### config.mk
export PLATFORM = sky130hd
export DESIGN_NAME = cache_line_fill_stage
export DESIGN_NICKNAME = d
export VERILOG_FILES = /design/src/rtl/cache_line_fill_stage.sv
export SDC_FILE = /design/constraint.sdc
export NUM_CORES = 1
export LEC_CHECK = 0
export CAP_MARGIN = 10
export CORE_AREA = 2 2 461 463
export CTS_CLUSTER_DIAMETER = 150
export DETAILED_ROUTE_END_ITERATION = 10
export DIE_AREA = 0 0 463 465
export PLACE_DENSITY_LB_ADDON = 0.25
export SLEW_MARGIN = 20
export SYNTH_ARGS = -nofsm -noshare
export SYNTH_HDL_FRONTEND = slang
export SYNTH_SLANG_ARGS = --single-unit
### constraint.sdc
create_clock -name clk -period 24.8 [get_ports clk]
set_clock_uncertainty 0.2 [all_clocks]
set_input_delay 3.72 -clock clk [delete_from_list [all_inputs] [get_ports clk]]
set_output_delay 3.72 -clock clk [all_outputs]
set_load 0.05 [all_outputs]
### src/rtl/cache_line_fill_stage.sv
// cache_line_fill_stage: issues AXI line-fill bursts from the address FIFO, writes each returned
// beat into the data array, and updates the tag array for the miss at the head of the miss FIFO.
// Build option: define FILL_RRESP_CHECK_EN to flag non-OKAY read responses in fill_err and
// suppress the tag write of the affected line.
module cache_line_fill_stage #(
    parameter int AXI_ADDR_WDTH = 32,
    parameter int AXI_DATA_WDTH = 512,
    parameter int BEAT_WDTH     = 2,
    parameter int SET_ADDR_WDTH = 7,
    parameter int C_N_WAY       = 4,
    parameter int WAY_WDTH      = 2,
    parameter int TAG_ADDR_WDTH = 16,
    parameter int MAX_OUTST     = 4
) (
    input  logic                                         clk,
    input  logic                                         reset,
    input  logic                                         ar_fifo_empty,
    input  logic [AXI_ADDR_WDTH-1:0]                     ar_fifo_addr,
    output logic                                         ar_fifo_rd_en,
    input  logic                                         miss_fifo_empty,
    input  logic [SET_ADDR_WDTH-1:0]                     miss_set_addr,
    input  logic [C_N_WAY-1:0]                           miss_set_idx,
    input  logic [TAG_ADDR_WDTH-1:0]                     miss_tag,
    output logic                                         miss_fifo_rd_en,
    output logic                                         arvalid,
    input  logic                                         arready,
    output logic [AXI_ADDR_WDTH-1:0]                     araddr,
    output logic [7:0]                                   arlen,
    input  logic                                         rvalid,
    output logic                                         rready,
    input  logic [AXI_DATA_WDTH-1:0]                     rdata,
    input  logic                                         rlast,
    input  logic [1:0]                                   rresp,
    output logic                                         mem_wr_en,
    output logic [SET_ADDR_WDTH+WAY_WDTH+BEAT_WDTH-1:0]  mem_wr_addr,
    output logic [AXI_DATA_WDTH-1:0]                     mem_wr_data,
    output logic                                         tag_wr_en,
    output logic [SET_ADDR_WDTH-1:0]                     tag_wr_set,
    output logic [C_N_WAY-1:0]                           tag_wr_way,
    output logic [TAG_ADDR_WDTH-1:0]                     tag_wr_tag,
    output logic                                         fill_done,
    output logic [2:0]                                   outst_cnt,
    output logic                                         fill_err
);

    localparam int                  MEM_ADDR_W = SET_ADDR_WDTH + WAY_WDTH + BEAT_WDTH;
    localparam logic [BEAT_WDTH-1:0] LAST_BEAT = '1;
    localparam logic [2:0]          OUTST_MAX  = 3'(MAX_OUTST);
    localparam logic [7:0]          ARLEN_LINE = 8'((2 ** BEAT_WDTH) - 1);

    typedef enum logic {IDLE, ADDR} state_t;

    // Lowest set bit wins; an all-zero index falls back to way 0.
    function automatic logic [WAY_WDTH-1:0] way_enc(input logic [C_N_WAY-1:0] idx);
        logic [WAY_WDTH-1:0] w;
        w = '0;
        for (int i = C_N_WAY - 1; i >= 0; i--) begin
            if (idx[i]) w = WAY_WDTH'(i);
        end
        return w;
    endfunction

    // Outstanding-burst count, held inside [0, OUTST_MAX].
    function automatic logic [2:0] outst_next(input logic [2:0] cnt, input logic inc, input logic dec);
        logic [2:0] n;
        n = cnt;
        if (inc && !dec && cnt < OUTST_MAX) n = cnt + 3'd1;
        if (dec && !inc && cnt != 3'd0)     n = cnt - 3'd1;
        return n;
    endfunction

    state_t               state;
    logic [BEAT_WDTH-1:0] beat_cnt;
    logic                 ar_hs_p0;
    logic                 r_hs_p0;
    logic                 rlast_hs_p0;
    logic                 beat_err_p0;
    logic                 idx_err_p0;
    logic                 resp_bad_p0;
    logic                 tag_ok_p0;

    logic                  vld_p1;
    logic                  done_vld_p1;
    logic                  tag_ok_p1;
    logic [MEM_ADDR_W-1:0] wr_addr_p1;
    logic [AXI_DATA_WDTH-1:0] wr_data_p1;
    logic [SET_ADDR_WDTH-1:0] tag_set_p1;
    logic [C_N_WAY-1:0]       tag_way_p1;
    logic [TAG_ADDR_WDTH-1:0] tag_tag_p1;

    // ---- stage p0: handshakes and per-beat checks ----
    assign ar_hs_p0    = arvalid & arready;
    assign rready      = (outst_cnt != 3'd0) & !miss_fifo_empty;
    assign r_hs_p0     = rvalid & rready;
    assign rlast_hs_p0 = r_hs_p0 & rlast;
    assign miss_fifo_rd_en = rlast_hs_p0;
    assign beat_err_p0 = (rlast && beat_cnt != LAST_BEAT) || (!rlast && beat_cnt == LAST_BEAT);
    assign idx_err_p0  = (miss_set_idx == '0);

`ifdef FILL_RRESP_CHECK_EN
    logic line_resp_err;

    assign resp_bad_p0 = r_hs_p0 & (rresp != 2'b00);
    assign tag_ok_p0   = !(line_resp_err | resp_bad_p0);

    // Remember an error response seen earlier in the current line.
    always_ff @(posedge clk) begin
        if (reset)            line_resp_err <= 1'b0;
        else if (rlast_hs_p0) line_resp_err <= 1'b0;
        else if (resp_bad_p0) line_resp_err <= 1'b1;
    end
`else
    logic unused_rresp;

    assign unused_rresp = ^rresp;
    assign resp_bad_p0  = 1'b0;
    assign tag_ok_p0    = 1'b1;
`endif

    // Issue FSM: pop the address FIFO head and hold it on AR until accepted.
    always_ff @(posedge clk) begin
        if (reset) begin
            state         <= IDLE;
            arvalid       <= 1'b0;
            araddr        <= '0;
            arlen         <= '0;
            ar_fifo_rd_en <= 1'b0;
        end else begin
            case (state)
                IDLE: begin
                    ar_fifo_rd_en <= 1'b0;
                    if (!ar_fifo_empty && outst_cnt < OUTST_MAX) begin
                        state         <= ADDR;
                        arvalid       <= 1'b1;
                        araddr        <= ar_fifo_addr;
                        arlen         <= ARLEN_LINE;
                        ar_fifo_rd_en <= 1'b1;
                    end
                end
                ADDR: begin
                    ar_fifo_rd_en <= 1'b0;
                    if (arready) begin
                        arvalid <= 1'b0;
                        state   <= IDLE;
                    end
                end
                default: state <= IDLE;
            endcase
        end
    end

    // Track bursts issued but not yet closed by rlast.
    always_ff @(posedge clk) begin
        if (reset) outst_cnt <= 3'd0;
        else       outst_cnt <= outst_next(outst_cnt, ar_hs_p0, rlast_hs_p0);
    end

    // Beat position within the line and the sticky error flag.
    always_ff @(posedge clk) begin
        if (reset) begin
            beat_cnt <= '0;
            fill_err <= 1'b0;
        end else if (r_hs_p0) begin
            beat_cnt <= rlast ? '0 : beat_cnt + 1'b1;
            if (beat_err_p0 || idx_err_p0 || resp_bad_p0) fill_err <= 1'b1;
        end
    end

    // ---- stage p1: write strobes ----
    always_ff @(posedge clk) begin
        if (reset) begin
            vld_p1      <= 1'b0;
            done_vld_p1 <= 1'b0;
            tag_ok_p1   <= 1'b0;
        end else begin
            vld_p1      <= r_hs_p0;
            done_vld_p1 <= rlast_hs_p0;
            tag_ok_p1   <= tag_ok_p0;
        end
    end

    // Capture beat data, its array address and the completing miss entry.
    always_ff @(posedge clk) begin
        if (r_hs_p0) begin
            wr_addr_p1 <= {miss_set_addr, way_enc(miss_set_idx), beat_cnt};
            wr_data_p1 <= rdata;
        end
        if (rlast_hs_p0) begin
            tag_set_p1 <= miss_set_addr;
            tag_way_p1 <= miss_set_idx;
            tag_tag_p1 <= miss_tag;
        end
    end

    assign mem_wr_en   = vld_p1;
    assign mem_wr_addr = wr_addr_p1;
    assign mem_wr_data = wr_data_p1;
    assign fill_done   = done_vld_p1;
    assign tag_wr_en   = done_vld_p1 & tag_ok_p1;
    assign tag_wr_set  = tag_set_p1;
    assign tag_wr_way  = tag_way_p1;
    assign tag_wr_tag  = tag_tag_p1;

endmodule

==> reports/summary.txt, run 1 <==
status = complete, no violations
worst vdd ir = 0.05035 mV
final setup vio count = 0
worst r2r src = outst_cnt[2]
CP max stage delay = 0.99 ns
RSZ-0062 raised after global routing = false
CTS buffer count = 84
CP cell instances = clkdlybuf4s50_1 > nand3b_1 > nor2_4 > clkdlybuf4s50_1
Mapped Area = 0.01824 mm2
Critical-path top delay cell = clkdlybuf4s50_1
Syn Area/Cell = 23.79 um2
# clock sinks = 595
fmax = 0.09750 GHz
post-synthesis adder-cell area fraction = 0.001783
total track usage = 0.1312
DP Area = 0.03352 mm2
Reg-to-Reg End = mem_wr_data[371]
Hold EP = araddr[30]
LEAKAGE = 11.53 nW
CTS tree = built
Starting Density = 0.08654
FF-to-FF path depth = 7
combinational power share = 0.109
Via density = 2.745
reg2reg setup slack = 19.12 ns
Setup TNS Final = 0 ns
largest net degree at the start of global routing = 137
Core Area = 0.2108 mm2
commonest cells after routing, fill and taps aside = 1171 x clkdlybuf4s50_1, 550 x edfxtp_1, 88 x clkbuf_16
Hold Fails Final Rpt = 0
port bufs = 1172
warning count from the yosys run = 0
# nets final = 2600
final WL = 146.3 mm
power share of the sequential group = 0.433
Clk pwr share = 0.458
Synth Register Bits = 595
slew at the pin with the worst max-slew slack = 1.030 ns
hold_ws = 0.2588 ns
Layout fillers = 23070
PwrDens = 72.52 mW/mm2
post-synthesis mux area share = 0.001783
utilization after layout = 0.1722
simple logic cell fraction of the synthesized area = 0.02229
Slew Viols, Final = 0
vias in the first global route = 13450
max-cap viol count = 0
Clock Path Buffers = 3
Final Cycle Share = 0.4136
DP HPWL = 125.9 mm
Worst setup EP type = output pin
Chip Height = 465 um
later-pin clock latency in the skew report = 0.70 ns
Layout area overhead = 98.94%
Tmin final = 10.26 ns
Mapped Cells = 767
CTS root buffer = clkbuf_16
area of the multi-input gates = 739.5 um2
die width = 463 um
CP arrival = 6.34 ns
Synth Area in Compound Gates = 0.01221
routed via count = 13570
H-tree levels = 3
largest family of logic cells by synthesized area = simple AND/OR/NAND/NOR gates
CTS Hold Bufs = 0
Design Area, Final = 0.03630 mm2
layout cells sized above 1 = 0.06750
Sw Share = 0.2585
initial antenna violation count = 245
Crit path top cell by count = clkdlybuf4s50_1
die area = 0.2153 mm2
critical path peak fanout = 31
grt total ovfl = 0
Hold Startpoint = araddr[30]
Switch Pwr = 0.0006804 W
commonest non-fill, non-tap cell in the layout = clkdlybuf4s50_1
Tot Pwr = 0.002632 W
row count = 169
Post-CTS Setup Bufs = 0
number of iterations in the first detailed-routing pass = 4
post-synthesis sequential area ratio = 0.9546
Crit Path Class = input pin to output pin
WL per Instance = 29.59 um
global-route wire length before repair = 175.1 mm
CP startpoint kind = input pin
P_int = 0.001952 W
Placer Congestion = 0.8041
I/O Pins = 1181
HP Class = register to register
Critical Path RT = 20.88 ns
Netlist cell types = 29
Reg area = 0.01742 mm2
xor/xnor share of the synthesized area = 0.0004800
CTS resizes = 0
final routed DRC violation total = 0
Slew HR = 0.3118
final antenna-violating net count = 0
Iteration-0 DRC Markers = 755
hold path depth = 2
Reg clk slew, reported paths = 0.06 ns
through the flow:
step,instances,setup WS [ns]
after floorplan,772,9.364
after global placement,4753,14.50
after detailed placement,4753,14.46
after CTS,4910,14.46
after global routing,4919,14.40
final,4945,14.54
sequential cells by signal (all words and copies together), names as in the netlist:
register       cells
fill_err           1
state              1
arlen              1
tag_ok_p1          1
mem_wr_addr       11
araddr            32
outst_cnt          3
tag_wr_set         7
tag_wr_tag        16
beat_cnt           2
fill_done          1
mem_wr_data      512
mem_wr_en          1
ar_fifo_rd_en      1
arvalid            1
tag_wr_way         4
area by class of cell:
class	count	area share
Sequential cell	595	0.4798
Clock inverter	42	0.009273
Timing Repair Buffer	1179	0.3252
Clock buffer	115	0.06484
Antenna cell	35	0.002413
Inverter	6	0.0008273
Multi-Input combinational cell	152	0.02037
Tap cell	2821	0.09724
per-layer routing:
metal  up-vias  wire, um  GRT usage  share of wire
met2      1107     64980     0.2043           0.44
met4       188      5113    0.04199          0.035
met3       443     27590     0.1204           0.19
li1       5540         -          -              -
met1      6295     47400     0.1228           0.32
met5         -      1219          0         0.0083
worst max path at each step:
| stage | startpoint | to | slack, ns | depth (start not counted) |
|---|---|---|---|---|
| 6_report | rlast | miss_fifo_rd_en | 14.54 | 4 |
| 5_1_grt | rlast | miss_fifo_rd_en | 14.40 | 4 |
| 4_1_cts | rlast | miss_fifo_rd_en | 14.46 | 4 |
| 3_5_place_dp | rlast | miss_fifo_rd_en | 14.46 | 4 |
| 3_3_place_gp | rlast | miss_fifo_rd_en | 14.50 | 4 |
| 2_1_floorplan | miss_fifo_empty | fill_done | 9.36 | 3 |
cells by family (layout without fill, tap and decap cells):
logic type	count (synthesis)	count (layout)
other cells	1	41
flops	595	595
simple gates	97	97
fa+ha+maj	2	2
xor+xnor	1	1
compound gates	43	43
mux	3	3
buf+inv	25	1342
power groups by stage:
stage                     registers [W]   logic, W  clock network [W]
after floorplan                 0.00127  0.0000244                  0
after global placement          0.00116   0.000293                  0
after detailed placement        0.00116   0.000293                  0
after CTS                       0.00114   0.000295            0.00127
after global routing            0.00114   0.000300            0.00129
final                           0.00114   0.000287            0.00120
cell usage after synthesis:
library cell | number | area [um2]
conb_1 | 1 | 3.750
nand2b_1 | 1 | 6.260
buf_4 | 7 | 52.55
nor3_2 | 1 | 10.01
or3_2 | 1 | 7.510
nand2_1 | 69 | 259.0
and3_1 | 1 | 6.260
or3b_4 | 1 | 11.26
or3_1 | 1 | 6.260
o21ai_0 | 2 | 10.01
a21o_1 | 1 | 7.510
clkbuf_1 | 11 | 41.29
xnor2_1 | 1 | 8.760
buf_2 | 1 | 5.000
nand4_1 | 1 | 6.260
ha_1 | 1 | 12.51
nor2_1 | 15 | 56.30
a31oi_1 | 1 | 6.260
mux2_2 | 2 | 22.52
dfxtp_1 | 45 | 900.9
inv_1 | 6 | 22.52
nand3b_1 | 2 | 15.01
edfxtp_1 | 550 | 16520
mux2i_1 | 1 | 10.01
a21oi_1 | 38 | 190.2
o41ai_1 | 1 | 8.760
and2_1 | 2 | 12.51
fa_1 | 1 | 20.02
nor3_1 | 2 | 10.01
critical path, delay by kind of cell:
family / cells / cell delay [ns]
simple gates: 2 / 1.02
buf+inv: 2 / 1.59
No activity file was read; power rests on OpenSTA's default activity.
==> run 2: changes to the inputs <==
clock period = 10.3 ns   (was 24.8 ns; I/O delays follow)
==> run 2 against run 1 <==
Power is 140% higher. Wire length is 2.5% lower. Register-to-register slack worse by 13 ns. Final area is 0.18% higher. Sequential power is 140% higher. Cell count hardly changed. First-iteration DRC count is 12% lower. Worst hold slack worse by 0.0057 ns. Non-clock buffer count is 3 higher. Count of clock-buffer cells in the layout is 5 lower. Setup slack worse by 9.5 ns. Critical endpoint unchanged. Highest routed layer unchanged.
==> reports/summary.txt, run 2 (synthesis gave the netlist of run 1 again) <==
Inst Count DP = 4755 (+0.042%)
final WL = 142.7 mm (-2.5%)
routed via count = 13510 (-0.50%)
I/O Pins = 1181 (unchanged)
DP HPWL = 122.0 mm (-3.1%)
fmax = 0.1905 GHz
CTS buffer count = 85 (+1.2%)
final setup vio count = 0 (unchanged)
commonest non-fill, non-tap cell in the layout = clkdlybuf4s50_1
Worst Setup SP = rlast
Layout area overhead = 99.29%
CP startpoint kind = input pin
largest net degree at the start of global routing = 160 (+17%)
later-pin clock latency in the skew report = 0.69 ns (about the same)
worst vdd ir = 0.1180 mV (+130%)
Crit path top cell by count = clkdlybuf4s50_1
Final Non-Filler Cells = 4949 (+0.081%)
max reg flops = 512 (unchanged)
Hold Startpoint = araddr[3]
LEAKAGE = 11.53 nW (about the same)
HP Class = register to register
PwrDens = 175.6 mW/mm2 (+140%)
Core Area = 0.2108 mm2 (unchanged)
Iteration-0 DRC Markers = 666 (-12%)
Layout fillers = 23000 (-0.31%)
Via density = 2.729 (-0.58%)
total track usage = 0.1287 (-0.002551)
global-route wire length before repair = 173.2 mm (-1.1%)
vias in the first global route = 13620 (+1.2%)
Reg clk slew, reported paths = 0.05 ns (about the same)
commonest cells after routing, fill and taps aside = 1171 x clkdlybuf4s50_1, 550 x edfxtp_1, 88 x clkbuf_16
Chip Height = 465 um (unchanged)
# nets final = 2604 (+0.15%)
die width = 463 um (unchanged)
final antenna-violating net count = 0 (unchanged)
Reg-to-Reg End = mem_wr_data[152]
CTS root buffer = clkbuf_16
status = complete, no violations
Top delay family on crit path = buffers and inverters
Crit Path Class = input pin to output pin
Clock Path Buffers = 3 (unchanged)
CP bufs+invs = 2 (unchanged)
WL per Instance = 28.84 um (-2.5%)
# clock sinks = 595 (unchanged)
Hold EP = araddr[3]
Critical Path RT = 8.56 ns (-12.32 ns)
Slew HR = 0.4027 (+0.09092)
FF-to-FF path depth = 5 (-2)
CTS resizes = 0 (unchanged)
CP max stage delay = 0.88 ns (-0.11 ns)
Post-CTS Setup Bufs = 0 (unchanged)
port bufs = 1172 (unchanged)
Worst setup EP type = output pin
RSZ-0062 raised after global routing = false
Placer Congestion = 0.8285 (+3.0%)
CTS Hold Bufs = 0 (unchanged)
layout cells sized above 1 = 0.06651 (-0.0009892)
grt total ovfl = 0 (unchanged)
Slew Viols, Final = 0 (unchanged)
initial antenna violation count = 245 (unchanged)
Critical-path top delay cell = clkdlybuf4s50_1
Tot Pwr = 0.006383 W (+140%)
Hold Fails Final Rpt = 0 (unchanged)
critical path peak fanout = 5 (-84%)
Final Cycle Share = 0.5096
utilization after layout = 0.1725 (+0.0003030)
CP arrival = 3.50 ns (-2.84 ns)
Setup TNS Final = 0 ns (unchanged)
CTS tree = built
number of iterations in the first detailed-routing pass = 4 (unchanged)
reg2reg setup slack = 6.32 ns (-12.80 ns)
row count = 169 (unchanged)
slew at the pin with the worst max-slew slack = 0.8959 ns (-0.1339 ns)
worst r2r src = outst_cnt[2]
hold path depth = 2 (unchanged)
H-tree levels = 3 (unchanged)
Tmin final = 5.249 ns
max-cap viol count = 0 (unchanged)
Starting Density = 0.08654 (unchanged)
die area = 0.2153 mm2 (unchanged)
CP cell instances = clkdlybuf4s50_1 > nand3b_1 > nor2_4 > clkdlybuf4s50_1
final routed DRC violation total = 0 (unchanged)
-- run 2: cell count changes in the layout (fill, tap and decap cells not counted), moves of 2 or more --
cell        previous run  this run
clkbuf_8               5         1
buf_4                  5         7
diode_2               35        38
clkinvlp_4             7         9
bufinv_16              3         6
clkinv_2              16        11
clkinv_1               9        13
-- run 2: per-layer routing --
layer / vias to the layer above / part of all wire / global-route usage
met2: 1082 / 0.45 / 0.2062
met4: 190 / 0.022 / 0.02441
met5: - / 0.0087 / 0
li1: 5556 / - / -
met3: 400 / 0.20 / 0.1226
met1: 6277 / 0.32 / 0.1191
-- run 2: final cells by class --
| cell class | instances | area (um2) | share of cell area |
|---|---|---|---|
| Sequential cell | 595 | 17420 | 0.4790 |
| Tap cell | 2821 | 3530 | 0.09707 |
| Clock buffer | 110 | 2295 | 0.06311 |
| Inverter | 6 | 26.28 | 0.0007226 |
| Antenna cell | 38 | 95.09 | 0.002615 |
| Multi-Input combinational cell | 152 | 739.5 | 0.02034 |
| Clock inverter | 45 | 412.9 | 0.01136 |
| Timing Repair Buffer | 1182 | 11850 | 0.3258 |
-- run 2: worst max path at each step --
stage,end,cells past startpoint,slack [ns]
4_1_cts,miss_fifo_rd_en,4,5.00
5_1_grt,miss_fifo_rd_en,4,4.98
6_report,miss_fifo_rd_en,4,5.05
2_1_floorplan,mem_wr_addr[0],2,0.03
3_3_place_gp,mem_wr_data[149],5,4.97
3_5_place_dp,mem_wr_data[149],5,4.95
-- run 2: where the power goes --
group	total (W)	internal (W)	switching (W)	leakage [nW]
clock	0.00295	0.00172	0.00123	1.30
combinational	0.000689	0.000300	0.000389	4.90
sequential	0.00274	0.00272	0.0000224	5.34
-- run 2: stage by stage --
stage               setup WS, ns  hold slack, ns  area, um2
global placement           4.972          0.2453      33530
CTS                        4.996          0.2576      36240
floorplan                0.02638          0.2341      18270
finish                     5.051          0.2531      36360
detailed placement         4.952          0.2479      33530
global route               4.978          0.2747      36270
-- run 2: worst min-delay path: stages, from the launching register on --
cell     delay [ns]
dfxtp_1        0.31
nand2_1        0.05
a21oi_1        0.05
